File: src/rtl/wb_alu.sv
// wb_alu: WIDTH-bit ALU slave on pipelined Wishbone with a 6502-layout flags register.
// Define ALU_MUL_EN to add the iterative shift-add multiplier at operation address 0x89.
module wb_alu #(
  parameter int WIDTH = 8
) (
  input  logic             i_clk,
  input  logic             reset,
  input  logic             i_wb_stb,
  input  logic             i_wb_we,
  input  logic [7:0]       i_wb_addr,
  input  logic [WIDTH-1:0] i_wb_data,
  output logic             o_wb_ack,
  output logic             o_wb_stall,
  output logic [WIDTH-1:0] o_wb_data
);
  localparam logic [7:0] ADDR_A = 8'h00, ADDR_B = 8'h01, ADDR_FLAGS = 8'h02;
  localparam logic [7:0] ADDR_RES = 8'h03, ADDR_RESHI = 8'h04;
  localparam logic [7:0] OP_ADD = 8'h80, OP_ADC = 8'h81, OP_SUB = 8'h82, OP_SBC = 8'h83;
  localparam logic [7:0] OP_AND = 8'h84, OP_OR = 8'h85, OP_XOR = 8'h86;
  localparam logic [7:0] OP_ASL = 8'h87, OP_LSR = 8'h88;

  logic [WIDTH-1:0] a_reg, b_reg, res_reg;
  logic             n_reg, v_reg, z_reg, c_reg;
  logic             ack_reg;
  logic [WIDTH-1:0] data_reg;
  logic [WIDTH-1:0] flags_rd, reshi_rd, rd_data, op_res, add_b;
  logic [WIDTH:0]   sum;
  logic             w_n, w_v, add_cin, op_upd, op_v, op_c, mul_req, accept;

  assign accept    = i_wb_stb && !o_wb_stall;
  assign o_wb_ack  = ack_reg;
  assign o_wb_data = data_reg;

  // N and V live at bits 7 and 6, which only exist on the bus when WIDTH >= 8.
  generate
    if (WIDTH >= 8) begin : g_wide_flags
      assign w_n = i_wb_data[7];
      assign w_v = i_wb_data[6];
      always_comb begin
        flags_rd    = '0;
        flags_rd[7] = n_reg;
        flags_rd[6] = v_reg;
        flags_rd[1] = z_reg;
        flags_rd[0] = c_reg;
      end
    end else begin : g_narrow_flags
      assign w_n = 1'b0;
      assign w_v = 1'b0;
      always_comb begin
        flags_rd    = '0;
        flags_rd[1] = z_reg;
        flags_rd[0] = c_reg;
      end
    end
  endgenerate

`ifdef ALU_MUL_EN
  localparam int CW = $clog2(WIDTH);
  localparam logic [0:0] S_IDLE = 1'b0, S_MUL = 1'b1;
  localparam logic [7:0] OP_MUL = 8'h89;

  logic [0:0]       state_reg;
  logic [CW-1:0]    cnt_reg;
  logic [WIDTH-1:0] mul_a_reg, hi_reg, lo_reg, reshi_reg, hi_next, lo_next;
  logic [WIDTH:0]   step_sum;
  logic             mul_last;

  // {hi,lo} starts as {0,B}; each step adds A into hi when lo[0] is set, then shifts right.
  always_comb begin
    step_sum = {1'b0, hi_reg} + (lo_reg[0] ? {1'b0, mul_a_reg} : '0);
    hi_next  = step_sum[WIDTH:1];
    lo_next  = {step_sum[0], lo_reg[WIDTH-1:1]};
  end

  assign mul_last   = (state_reg == S_MUL) && (cnt_reg == CW'(WIDTH - 1));
  assign o_wb_stall = (state_reg == S_MUL);
  assign reshi_rd   = reshi_reg;
`else
  assign o_wb_stall = 1'b0;
  assign reshi_rd   = '0;
`endif

  always_comb begin
    add_b   = (i_wb_addr == OP_SUB || i_wb_addr == OP_SBC) ? ~b_reg : b_reg;
    add_cin = (i_wb_addr == OP_SUB) ? 1'b1 : (i_wb_addr == OP_ADD) ? 1'b0 : c_reg;
    sum     = {1'b0, a_reg} + {1'b0, add_b} + {{WIDTH{1'b0}}, add_cin};
    op_upd  = 1'b0;
    mul_req = 1'b0;
    op_res  = '0;
    op_v    = v_reg;
    op_c    = c_reg;
    rd_data = '0;
    case (i_wb_addr)
      ADDR_A:     rd_data = a_reg;
      ADDR_B:     rd_data = b_reg;
      ADDR_FLAGS: rd_data = flags_rd;
      ADDR_RES:   rd_data = res_reg;
      ADDR_RESHI: rd_data = reshi_rd;
      OP_ADD, OP_ADC, OP_SUB, OP_SBC: begin
        op_upd = 1'b1;
        op_res = sum[WIDTH-1:0];
        op_c   = sum[WIDTH];
        op_v   = (a_reg[WIDTH-1] == add_b[WIDTH-1]) && (sum[WIDTH-1] != a_reg[WIDTH-1]);
      end
      OP_AND: begin op_upd = 1'b1; op_res = a_reg & b_reg; end
      OP_OR:  begin op_upd = 1'b1; op_res = a_reg | b_reg; end
      OP_XOR: begin op_upd = 1'b1; op_res = a_reg ^ b_reg; end
      OP_ASL: begin op_upd = 1'b1; op_res = {a_reg[WIDTH-2:0], 1'b0}; op_c = a_reg[WIDTH-1]; end
      OP_LSR: begin op_upd = 1'b1; op_res = {1'b0, a_reg[WIDTH-1:1]}; op_c = a_reg[0]; end
`ifdef ALU_MUL_EN
      OP_MUL: mul_req = 1'b1;
`endif
      default: ;
    endcase
    if (op_upd) rd_data = op_res;
  end

  always_ff @(posedge i_clk) begin
    if (reset) begin
      a_reg    <= '0;
      b_reg    <= '0;
      res_reg  <= '0;
      n_reg    <= 1'b0;
      v_reg    <= 1'b0;
      z_reg    <= 1'b0;
      c_reg    <= 1'b0;
      ack_reg  <= 1'b0;
      data_reg <= '0;
`ifdef ALU_MUL_EN
      state_reg <= S_IDLE;
      cnt_reg   <= '0;
      mul_a_reg <= '0;
      hi_reg    <= '0;
      lo_reg    <= '0;
      reshi_reg <= '0;
`endif
    end else begin
      ack_reg  <= 1'b0;
      data_reg <= '0;
      if (accept && i_wb_we) begin
        ack_reg <= 1'b1;
        case (i_wb_addr)
          ADDR_A: a_reg <= i_wb_data;
          ADDR_B: b_reg <= i_wb_data;
          ADDR_FLAGS: begin
            n_reg <= w_n;
            v_reg <= w_v;
            z_reg <= i_wb_data[1];
            c_reg <= i_wb_data[0];
          end
          default: ;
        endcase
      end else if (accept && !mul_req) begin
        ack_reg  <= 1'b1;
        data_reg <= rd_data;
        if (op_upd) begin
          res_reg <= op_res;
          n_reg   <= op_res[WIDTH-1];
          v_reg   <= op_v;
          z_reg   <= (op_res == '0);
          c_reg   <= op_c;
        end
      end
`ifdef ALU_MUL_EN
      if (accept && !i_wb_we && mul_req) begin
        state_reg <= S_MUL;
        cnt_reg   <= '0;
        mul_a_reg <= a_reg;
        hi_reg    <= '0;
        lo_reg    <= b_reg;
      end
      if (state_reg == S_MUL) begin
        hi_reg  <= hi_next;
        lo_reg  <= lo_next;
        cnt_reg <= cnt_reg + 1'b1;
        if (mul_last) begin
          state_reg <= S_IDLE;
          ack_reg   <= 1'b1;
          data_reg  <= lo_next;
          res_reg   <= lo_next;
          reshi_reg <= hi_next;
          n_reg     <= lo_next[WIDTH-1];
          z_reg     <= ({hi_next, lo_next} == '0);
          c_reg     <= (hi_next != '0);
        end
      end
`endif
    end
  end
endmodule
File: config.mk
export PLATFORM = sky130hd
export DESIGN_NAME = wb_alu
export DESIGN_NICKNAME = d
export VERILOG_FILES = /design/src/rtl/wb_alu.sv
export SDC_FILE = /design/constraint.sdc
export NUM_CORES = 1
export LEC_CHECK = 0
export BUFFER_PORTS_ARGS = -buffer_cell sky130_fd_sc_hd__buf_2
export CORE_MARGIN = 5
export CORE_UTILIZATION = 60
export CTS_BUF_LIST = sky130_fd_sc_hd__clkbuf_4
export CTS_CLUSTER_DIAMETER = 60
export DETAILED_ROUTE_END_ITERATION = 16
export PLACE_DENSITY_LB_ADDON = 0.1
export SKIP_CTS_REPAIR_TIMING = 1
export SLEW_MARGIN = 20
export SYNTH_ARGS = -nofsm -noshare
export SYNTH_HDL_FRONTEND = slang
export SYNTH_SLANG_ARGS = --single-unit
File: constraint.sdc
create_clock -name i_clk -period 8.77 [get_ports i_clk]
set_clock_uncertainty 0.05 [all_clocks]
set_input_delay 0.4385 -clock i_clk [delete_from_list [all_inputs] [get_ports i_clk]]
set_output_delay 0.4385 -clock i_clk [all_outputs]
set_load 0.01 [all_outputs]
---- Word-level counts from Yosys, hierarchy flattened ----
Cells that the tools add are included.
operators by class
  $add $sub $neg .......................... 2
  magnitude comparators ................... 0
  reductions and logical operators ........ 18
  bitwise gates (word level) .............. 6
  multiply operators ...................... 0
  multiplexer cells ....................... 27
  shift-type cells ........................ 0
  divide/modulo/power cells ............... 0
  eq/ne operators ......................... 15
operators by type and width
  operator              count
  $eq A8 B8 Y1 const B  9
  $pmux W8 S6           1
  $pmux W8 S4           1
  $mux W1               22
  $eq A8 B2 Y1 const B  2
  $logic_not A8 Y1      2
  $mux W8               2
  $add A8 B8 Y9         1
  $add A9 B1 Y9         1
  $reduce_or A9 Y1      1
  $and A8 B8 Y8         1
  $eq A8 B1 Y1 const B  1
  $not A8 Y8            1
  $or A8 B8 Y8          1
  $reduce_and A4 Y1     2
  $xor A8 B8 Y8         1
  $reduce_and A3 Y1     2
  $reduce_bool A2 Y1    3
  $reduce_and A2 Y1     2
  $reduce_bool A4 Y1    1
  $reduce_or A4 Y1      1
  $pmux W1 S3           1
  $reduce_or A3 Y1      1
  $logic_and A1 B1 Y1   2
  5 further kinds       6
storage, ports and cells
  memory bits (writable) .................. 0
  bits in latches ......................... 0
  memories kept ........................... 0
  memory bits (read-only) ................. 0
  output and inout port bits .............. 10
  flip-flop bits (word level) ............. 37
  input bits .............................. 20
  logic and storage cells ................. 77

---- Depth between registers and ports, before layout ----
Gate-level depths: netlist (run 1).
  depth in word-level cells ............... 11
  gate-level depth with buffers ........... 13
  depth with buffers taken out ............ 12

---- Worst setup path before layout (run 1) ----
No wires, ideal clock.
  kind .................................... in2reg
  start ................................... input i_wb_addr[5]
  end ..................................... register z_reg
  setup time .............................. 0.116 ns
  buffers on the path ..................... 0
  data arrival time ....................... 3.626 ns
  slack ................................... 4.978 ns
  data required time ...................... 8.604 ns
  stages on the path ...................... 12
  cells stage by stage .................... or4b_4 > nor3_2 > nand2_1 > xnor2_1 > fa_1 > fa_1 > xnor2_1 > nor4_1 > a211oi_1 > and4_1 > and3_1 > a41o_1
on the way
  longest elaborated chain between the ends .. 10
  elaborated cells on any way between the ends .. 27
  classes of those cells .................. add/sub (2); eq/ne (11); mux (8); reduce/logical (6)
ends and longest elaborated chain
  item                             RTL line    RTL
  from (decl)                      10          input logic [7:0] i_wb_addr,
  $eq A8 B8 Y1 (on tied branches)  84, 85, 93
  $logic_or A1 B1 Y1               84          add_b = (i_wb_addr == OP_SUB || i_wb_addr == OP_SBC) ? ~b_reg : b_reg;
  $mux W8                          84
  $add A8 B8 Y9                    86          sum = {1'b0, a_reg} + {1'b0, add_b} + {{WIDTH{1'b0}}, add_cin};
  $add A9 B1 Y9                    86
  $pmux W8 S6                      93          case (i_wb_addr)
  $logic_not A8 Y1                 160         z_reg <= (op_res == '0);
  $mux W1                          156         if (op_upd) begin
  $mux W1                          153         end else if (accept && !mul_req) begin
  $mux W1                          140         if (accept && i_wb_we) begin
  to (signal assigned)             148         z_reg <= i_wb_data[1];
  to (signal assigned)             160
  to (decl)                        23          logic n_reg, v_reg, z_reg, c_reg;
Several ways; a longest one is shown, not always the timed one. The select of a mux whose other input is x is not followed.
A chain may end at the register's enable or synchronous reset.

---- Worst setup path in the final report (run 1) ----
Same ends and word-level chain as after synthesis.

==> flow_summary.toml, run 1 <==
[worst_setup_path]
reg2reg_slack_ps = 5950
slowest_delay_ps = 630
worstPathCellList = "buf_2, or4b_4, nor3_2, nand2_1, xnor2_1, fa_1, fa_1, xnor2_1, nor4_1, a211oi_1, and4_1, and3_1, a41o_1"
crit_arrival_ps = 4420
path_buf_inv = 1
ff2ff_path_depth = 9
crit_start = "i_wb_addr[5]"
worst-setup-path-type = "input port to register"
worstReg2RegEnd = "z_reg$_SDFFE_PP0P_"
worstPathMaxFanout = 12
crit_path_end_kind = "register"
critical_path.startpoint_type = "input port"
r2r-start = "b_reg[0]$_SDFFE_PP0P_"
crit_required_ps = 9030
path_delay_family = "simple AND/OR/NAND/NOR gates"
cpMaxStageDelayCell = "or4b_4"
path_depth = 13

[yosys]
synth_top_flop_cell = "dfxtp_1"
ys_warn_count = 0
synth_edf_count = 0
async_flop_share = 0
ys_ff_latch = 37
synth_top_area_share = 0.275
syn_area_mm2 = 0.00270
syn_avg_cell_area_um2 = 8.90
synthDistinctLibCells = 55
seq_area_frac_synth = 0.275
synth_nets = 348
synthTopCellsByArea = "dfxtp_1 27%, ha_1 11%, mux4_2 9.2%"
syn-instance-count = 303
yosysTopAreaCell = "dfxtp_1"

[die]
core_mm2 = 0.00435
io_pins = 30
rows = 24
die-area_mm2 = 0.00594
die_w_um = 77.1
start_util = 0.620
die_height_um = 77.1

[grt]
grt_overflow = 0
grt_usage = 0.224
grt_max_degree = 33
grt_pass1_vias = 2144
grt_first_pass_wirelength_um = 10800
antenna_found_initial = 0

[route]
first_pass_iters = 5
via_per_inst = 6.02
vias = 2252
wl_per_cell_um = 16.5
drtIter0Drc = 257
drc = 0
routed_wl_um = 6180
ant_nets = 0

[worst_hold_path]
hp-class = "input port to register"
hp-start = "i_wb_data[2]"
min_path_cells = 3
whs_endpoint = "b_reg[2]$_SDFFE_PP0P_"

[job]
cap_violations = 0

[sta]
clock.fmax_mhz = 241
max_slew.worst_pin.slew_ps = 988
slew_viol_final = 0
tns_ps = 0
min_period_ps = 4150
rsz0062_at_grt = "no"
post-route-period-util = 0.474
max_slew_margin = 0.340
hold_viol = 0
setup_viol = 0

[cells_and_area]
synthToLayoutAreaGrowth_pct = 8.63
diodes = 0
fillers = 347
layout_common_cells = "37 x dfxtp_1, 33 x nor2_1, 28 x buf_2"
final_common_cell = "dfxtp_1"
fin_nets = 366
drive_gt1_frac = 0.174
fin_util = 0.673

[cts]
h-tree-depth = 2
cts_tree = "done"
root_buffer = "clkbuf_4"
clk_pin_slew_ps = 120
cts.path.max_buffers = 2
cts_made_buffers = 5
cts.sinks = 37
clk_latency_ps = 350

[power_and_ir_drop]
total_power_w = 0.000347
p_per_area_mw_per_mm2 = 118
vdd_drop_max_uv = 79.8
leakagePower_nw = 1.34

[placement]
gp_congestion = 0.913
hpwl_um = 4650
io_buffers = 28

[status]
status = "completed"
report_power, final:
group | switching (W) | internal (W)
sequential | 0.000000347 | 0.000169
combinational | 0.0000169 | 0.00000966
clock | 0.0000619 | 0.0000897
stage by stage:
stage / setup slack (ps) / area [um^2] / cells / hold slack, ps
finish: 4620 / 2930 / 374 / 273
global route: 4350 / 2930 / 374 / 282
CTS: 4640 / 2930 / 374 / 263
detailed placement: 4260 / 2820 / 366 / 429
global placement: 4390 / 2820 / 366 / 428
floorplan: 4980 / 2700 / 303 / 400
worst reg2reg max path, cell delays in order (launching register included):
cell and delay (ps):
dfxtp_1 470, xnor2_1 140, fa_1 470, fa_1 440
xnor2_1 190, nor4_1 60, a211oi_1 380, and4_1 270
and3_1 160, a41o_1 160
kinds of logic after synthesis:
family / count (synthesis) / synth area share
other cells: 1 / 0.00139
flops: 37 / 0.275
buf+inv: 43 / 0.0654
mux: 32 / 0.170
simple gates: 87 / 0.160
fa+ha+maj: 25 / 0.122
xor+xnor: 13 / 0.0422
compound gates: 65 / 0.166
how the worst max path moves through the flow:
| stage | end |
|---|---|
| floorplan | z_reg$_SDFFE_PP0P_ |
| global placement | z_reg$_SDFFE_PP0P_ |
| detailed placement | z_reg$_SDFFE_PP0P_ |
| CTS | z_reg$_SDFFE_PP0P_ |
| global route | res_reg[7]$_SDFFE_PP0P_ |
| finish | z_reg$_SDFFE_PP0P_ |
synth_stat cells, types with 9 or more instances:
master     n
nand2_1   20
o21ai_0   11
xnor2_1   13
a211oi_1  12
inv_1     25
nor2_1    33
ha_1      23
mux2i_1   21
mux4_2    11
a21oi_1   15
dfxtp_1   37
clkbuf_1   9
cell type report:
class,count,area (um^2),area share
Timing Repair Buffer,28,140,0.0478
Multi-Input combinational cell,223,1780,0.608
Clock inverter,3,68.8,0.0235
Clock buffer,5,37.5,0.0128
Tap cell,52,65.1,0.0222
Inverter,26,97.6,0.0333
Sequential cell,37,741,0.253
layer usage:
metal  part of all wire  global-route usage
met1               0.46               0.317
met2               0.46               0.349
met3              0.065              0.0386
met4              0.015              0.0653
met5                  0                   0
Power figures use the tool's default switching activity.
==> run 2: changes to the inputs <==
- CORE_UTILIZATION: 60 -> 55
- clock period: 8.77 -> 3.58 ns (I/O delays scaled with it)
==> run 2 against run 1 <==
Compared with the run above: utilization shrank 2.2 points; clock power grew 100%; die area grew 7.9%; highest routed layer unchanged.
==> flow_summary.toml, run 2 (same netlist as run 1, synthesis figures left out) <==
[sta]
clock.fmax_mhz = 306
max_slew_margin = 0.339
slew_viol_final = 0
post-route-period-util = 0.913
min_period_ps = 3270
max_slew.worst_pin.slew_ps = 990
setup_ws_ps = 311
setup_viol = 0
tns_ps = 0
hold_viol = 0
rsz0062_at_grt = "no"

[die]
rows = 25
io_pins = 30
core_mm2 = 0.00475
die_height_um = 80.0
start_util = 0.567
die-area_mm2 = 0.00641
die_w_um = 80.0

[cells_and_area]
synthToLayoutAreaGrowth_pct = 14.7
final_common_cell = "dfxtp_1"
drive_gt1_frac = 0.224
layout_common_cells = "37 x dfxtp_1, 33 x nor2_1, 28 x buf_2"
diodes = 0
regArea_um2 = 741
fillers = 429
fin_nets = 388
multi_input_area_mm2 = 0.00178

[route]
first_pass_iters = 4
vias = 2360
wl_per_cell_um = 16.0
drtIter0Drc = 163
via_per_inst = 5.74
ant_nets = 0
drc = 0
routed_wl_um = 6580

[grt]
grt_max_degree = 33
grt_first_pass_wirelength_um = 11200
grt_pass1_vias = 2233
grt_usage = 0.225
grt_overflow = 0
antenna_found_initial = 0

[cts]
cts.path.max_buffers = 2
clk_latency_ps = 360
root_buffer = "clkbuf_4"
clk_pin_slew_ps = 130
cts_tree = "done"
cts_made_buffers = 5
h-tree-depth = 2
cts.sinks = 37

[job]
cap_violations = 0

[worst_setup_path]
critical_path.startpoint_type = "input port"
crit_arrival_ps = 3430
cpMaxStageDelayCell = "or4b_4"
crit_path_end_kind = "register"
crit_required_ps = 3740
slowest_delay_ps = 550
path_delay_family = "compound AO/OA/AOI/OAI gates"
worstPathMaxFanout = 3
worst-setup-path-type = "input port to register"
worstPathCellList = "buf_2, or4b_4, or3_4, o21ai_0, o31ai_1, fa_1, buf_4, fa_1, a211oi_1, o21ai_0, a21o_1, a31oi_1, a211oi_1"
path_buf_inv = 2

[power_and_ir_drop]
total_power_w = 0.000791
vdd_drop_max_uv = 128
leakagePower_nw = 1.43
p_per_area_mw_per_mm2 = 256

[placement]
io_buffers = 28
post-place-ws_ps = -27.4
hpwl_um = 5020
gp_congestion = 0.908

[worst_hold_path]
hp-class = "input port to register"

[status]
status = "completed"
==> run 2: final timing paths <==
| kind | startpoint | end | slack [ps] | cells past startpoint |
|---|---|---|---|---|
| min reg2reg | v_reg$_SDFFE_PP0P_ | v_reg$_SDFFE_PP0P_ | 450 | 2 |
| min | i_wb_data[3] | a_reg[3]$_SDFFE_PP0P_ | 3 | 3 |
| max reg2reg | b_reg[0]$_SDFFE_PP0P_ | res_reg[6]$_SDFFE_PP0P_ | 760 | 9 |
| max | i_wb_addr[5] | res_reg[6]$_SDFFE_PP0P_ | 310 | 13 |
==> run 2: layer usage <==
layer | track usage | share of wire | up-vias | routed length [um]
li1 | - | - | 1167 | -
met1 | 0.311 | 0.48 | 1122 | 3130
met2 | 0.362 | 0.45 | 59 | 2970
met3 | 0.0327 | 0.053 | 12 | 350
met4 | 0.0726 | 0.018 | 0 | 121
met5 | 0 | 0 | - | 0
==> run 2: where the power goes <==
| group | switching (W) | internal [W] | total (W) |
|---|---|---|---|
| clock | 0.000158 | 0.000148 | 0.000306 |
| combinational | 0.0000434 | 0.0000276 | 0.0000709 |
| sequential | 0.000000844 | 0.000413 | 0.000414 |
==> run 2: area by class of cell <==
type | instances | share of cell area
clock inverter | 3 | 0.0150
multi-input combinational | 223 | 0.575
timing repair buffer | 50 | 0.0995
inverter | 26 | 0.0315
sequential | 37 | 0.239
tap | 67 | 0.0271
clock buffer | 5 | 0.0121
==> run 2: worst reg2reg max path, stage by stage, from the launching register on <==
cell	delay [ps]
dfxtp_1	470
xnor2_1	140
fa_1	440
buf_4	160
fa_1	410
a211oi_1	220
o21ai_0	150
a21o_1	180
a31oi_1	320
a211oi_1	130
==> run 2: stage by stage <==
stage	std cells	instance area, um^2	utilization	hold slack (ps)
detailed placement	402	3000	0.631	382
global placement	402	3000	0.631	372
finish	411	3090	0.651	3.32
floorplan	303	2700	-	232
CTS	410	3080	0.649	1.64
global route	411	3090	0.651	31.6
==> run 3: changes to the inputs <==
- CORE_ASPECT_RATIO: not set -> 0.8
==> run 3 against run 2 <==
Compared with the run above: hold slack better by 21 ps; sequential power hardly changed; first-iteration DRC count is 4.9% lower; critical path depth is 1 lower; non-clock buffer count is 5 lower; clock power is 3% lower.
==> flow_summary.toml, run 3 (same netlist as run 1, synthesis figures left out) <==
[power_and_ir_drop]
p_clk_frac = 0.380
p_per_area_mw_per_mm2 = 257
vdd_drop_max_uv = 165
p_int_w = 0.000584
p_seq_frac = 0.530
swShare = 0.252
comb_power_share = 0.090
leakagePower_nw = 1.40
p_switching_w = 0.000197

[sta]
slew_viol_final = 0
post-route-period-util = 0.904
tns_ps = 0
max_slew.worst_pin.slew_ps = 959
setup_viol = 0
min_period_ps = 3240
clock.fmax_mhz = 309
hold_viol = 0
rsz0062_at_grt = "no"
max_slew_margin = 0.360

[cts]
root_buffer = "clkbuf_4"
cts.path.max_buffers = 2
cts_tree = "done"
h-tree-depth = 2
clk_latency_ps = 360
cts_made_buffers = 5
cts.sinks = 37
clk_pin_slew_ps = 120

[worst_setup_path]
crit_arrival_ps = 3390
worst-setup-path-type = "input port to register"
worstPathMaxFanout = 3
crit_path_end_kind = "register"
critical_path.startpoint_type = "input port"
reg2reg_slack_ps = 810
ff2ff_path_depth = 8
crit_required_ps = 3730
worstReg2RegEnd = "res_reg[6]$_SDFFE_PP0P_"
r2r-start = "b_reg[0]$_SDFFE_PP0P_"

[route]
via_per_inst = 5.89
topRoutingLayerUsed = "met4"
vias = 2350
dr_wl_met2_um = 3020
ant_nets = 0
wl_per_cell_um = 17.0
drtIter0Drc = 155
wl_met3_um = 380
routed_wl_um = 6790
wl_met1_um = 3250
drc = 0
first_pass_iters = 4

[die]
io_pins = 30
die-area_mm2 = 0.00641
start_util = 0.576
core_mm2 = 0.00468
rows = 22
die_height_um = 72.6
die_w_um = 88.3

[cells_and_area]
drive_gt1_frac = 0.212
fin_util = 0.650
fillers = 430
layout_common_cells = "37 x dfxtp_1, 33 x nor2_1, 28 x buf_2"
regArea_um2 = 741
final_common_cell = "dfxtp_1"
synthToLayoutAreaGrowth_pct = 12.7
diodes = 0
fin_nets = 383
multi_input_area_mm2 = 0.00178

[grt]
antenna_found_initial = 0
grt_first_pass_wirelength_um = 11200
grt_overflow = 0
grt_max_degree = 33
grt_pass1_vias = 2306
grt_usage = 0.226

[placement]
gp_congestion = 0.942
hpwl_um = 5040
io_buffers = 28

[worst_hold_path]
min_path_cells = 3
hp-class = "input port to register"
hp-start = "i_wb_data[5]"
whs_endpoint = "a_reg[5]$_SDFFE_PP0P_"

[status]
status = "completed"

[job]
cap_violations = 0
## run 3: cell count changes in the layout (fill, tap and decap cells not counted)
cell and delta:
clkinv_4 -1, buf_4 -4, clkinv_1 +1, dlygate4sd3_1 -1
## run 3: metrics by stage
step	power, W	area [um^2]	setup slack, ps	instances	hold WS, ps
2_1_floorplan	0.000468	2700	47.3	303	232
3_3_place_gp	0.000492	2960	97.9	391	376
3_5_place_dp	0.000493	2960	33.2	391	390
4_1_cts	0.000788	3040	407	399	14.9
5_1_grt	0.000817	3040	246	399	21.3
6_report	0.000781	3040	344	399	24.3
## run 3: worst max-delay path: stages
cell      delay, ps
buf_2           100
or4b_4          550
or3_4           340
o21ai_0         160
o31ai_1         110
fa_1            420
fa_1            440
a211oi_1        220
o21ai_0         170
a21o_1          190
a31oi_1         370
a211oi_1        140
## run 3: how the worst max path moves through the flow
stage                 startpoint                       to  slack, ps  cells after the start
global placement    i_wb_addr[5]  res_reg[6]$_SDFFE_PP0P_        100                     12
floorplan           i_wb_addr[5]       z_reg$_SDFFE_PP0P_         50                     12
CTS                 i_wb_addr[5]  res_reg[6]$_SDFFE_PP0P_        410                     12
finish              i_wb_addr[5]  res_reg[6]$_SDFFE_PP0P_        340                     12
detailed placement  i_wb_addr[5]  res_reg[6]$_SDFFE_PP0P_         30                     12
global route        i_wb_addr[5]  res_reg[6]$_SDFFE_PP0P_        250                     12
## run 3: power groups by stage
stage | Combinational (W) | Clock [W] | Sequential (W)
5_1_grt | 0.0000760 | 0.000327 | 0.000415
3_5_place_dp | 0.0000693 | 0 | 0.000423
3_3_place_gp | 0.0000687 | 0 | 0.000423
2_1_floorplan | 0.0000445 | 0 | 0.000423
6_report | 0.0000702 | 0.000297 | 0.000414
4_1_cts | 0.0000695 | 0.000305 | 0.000414
## run 3: layer usage
metal	vias to the layer above	global-route usage
li1	1150	-
met5	-	0
met4	0	0.0889
met2	64	0.350
met3	12	0.0485
met1	1124	0.308
## run 3: final cells by class
type,instances,share of cell area
well taps,60,0.0247
repair buffers,45,0.0881
clock inverters,3,0.0136
multi-input cells,223,0.586
clock buffers,5,0.0123
inverters,26,0.0321
flip-flops and latches,37,0.244
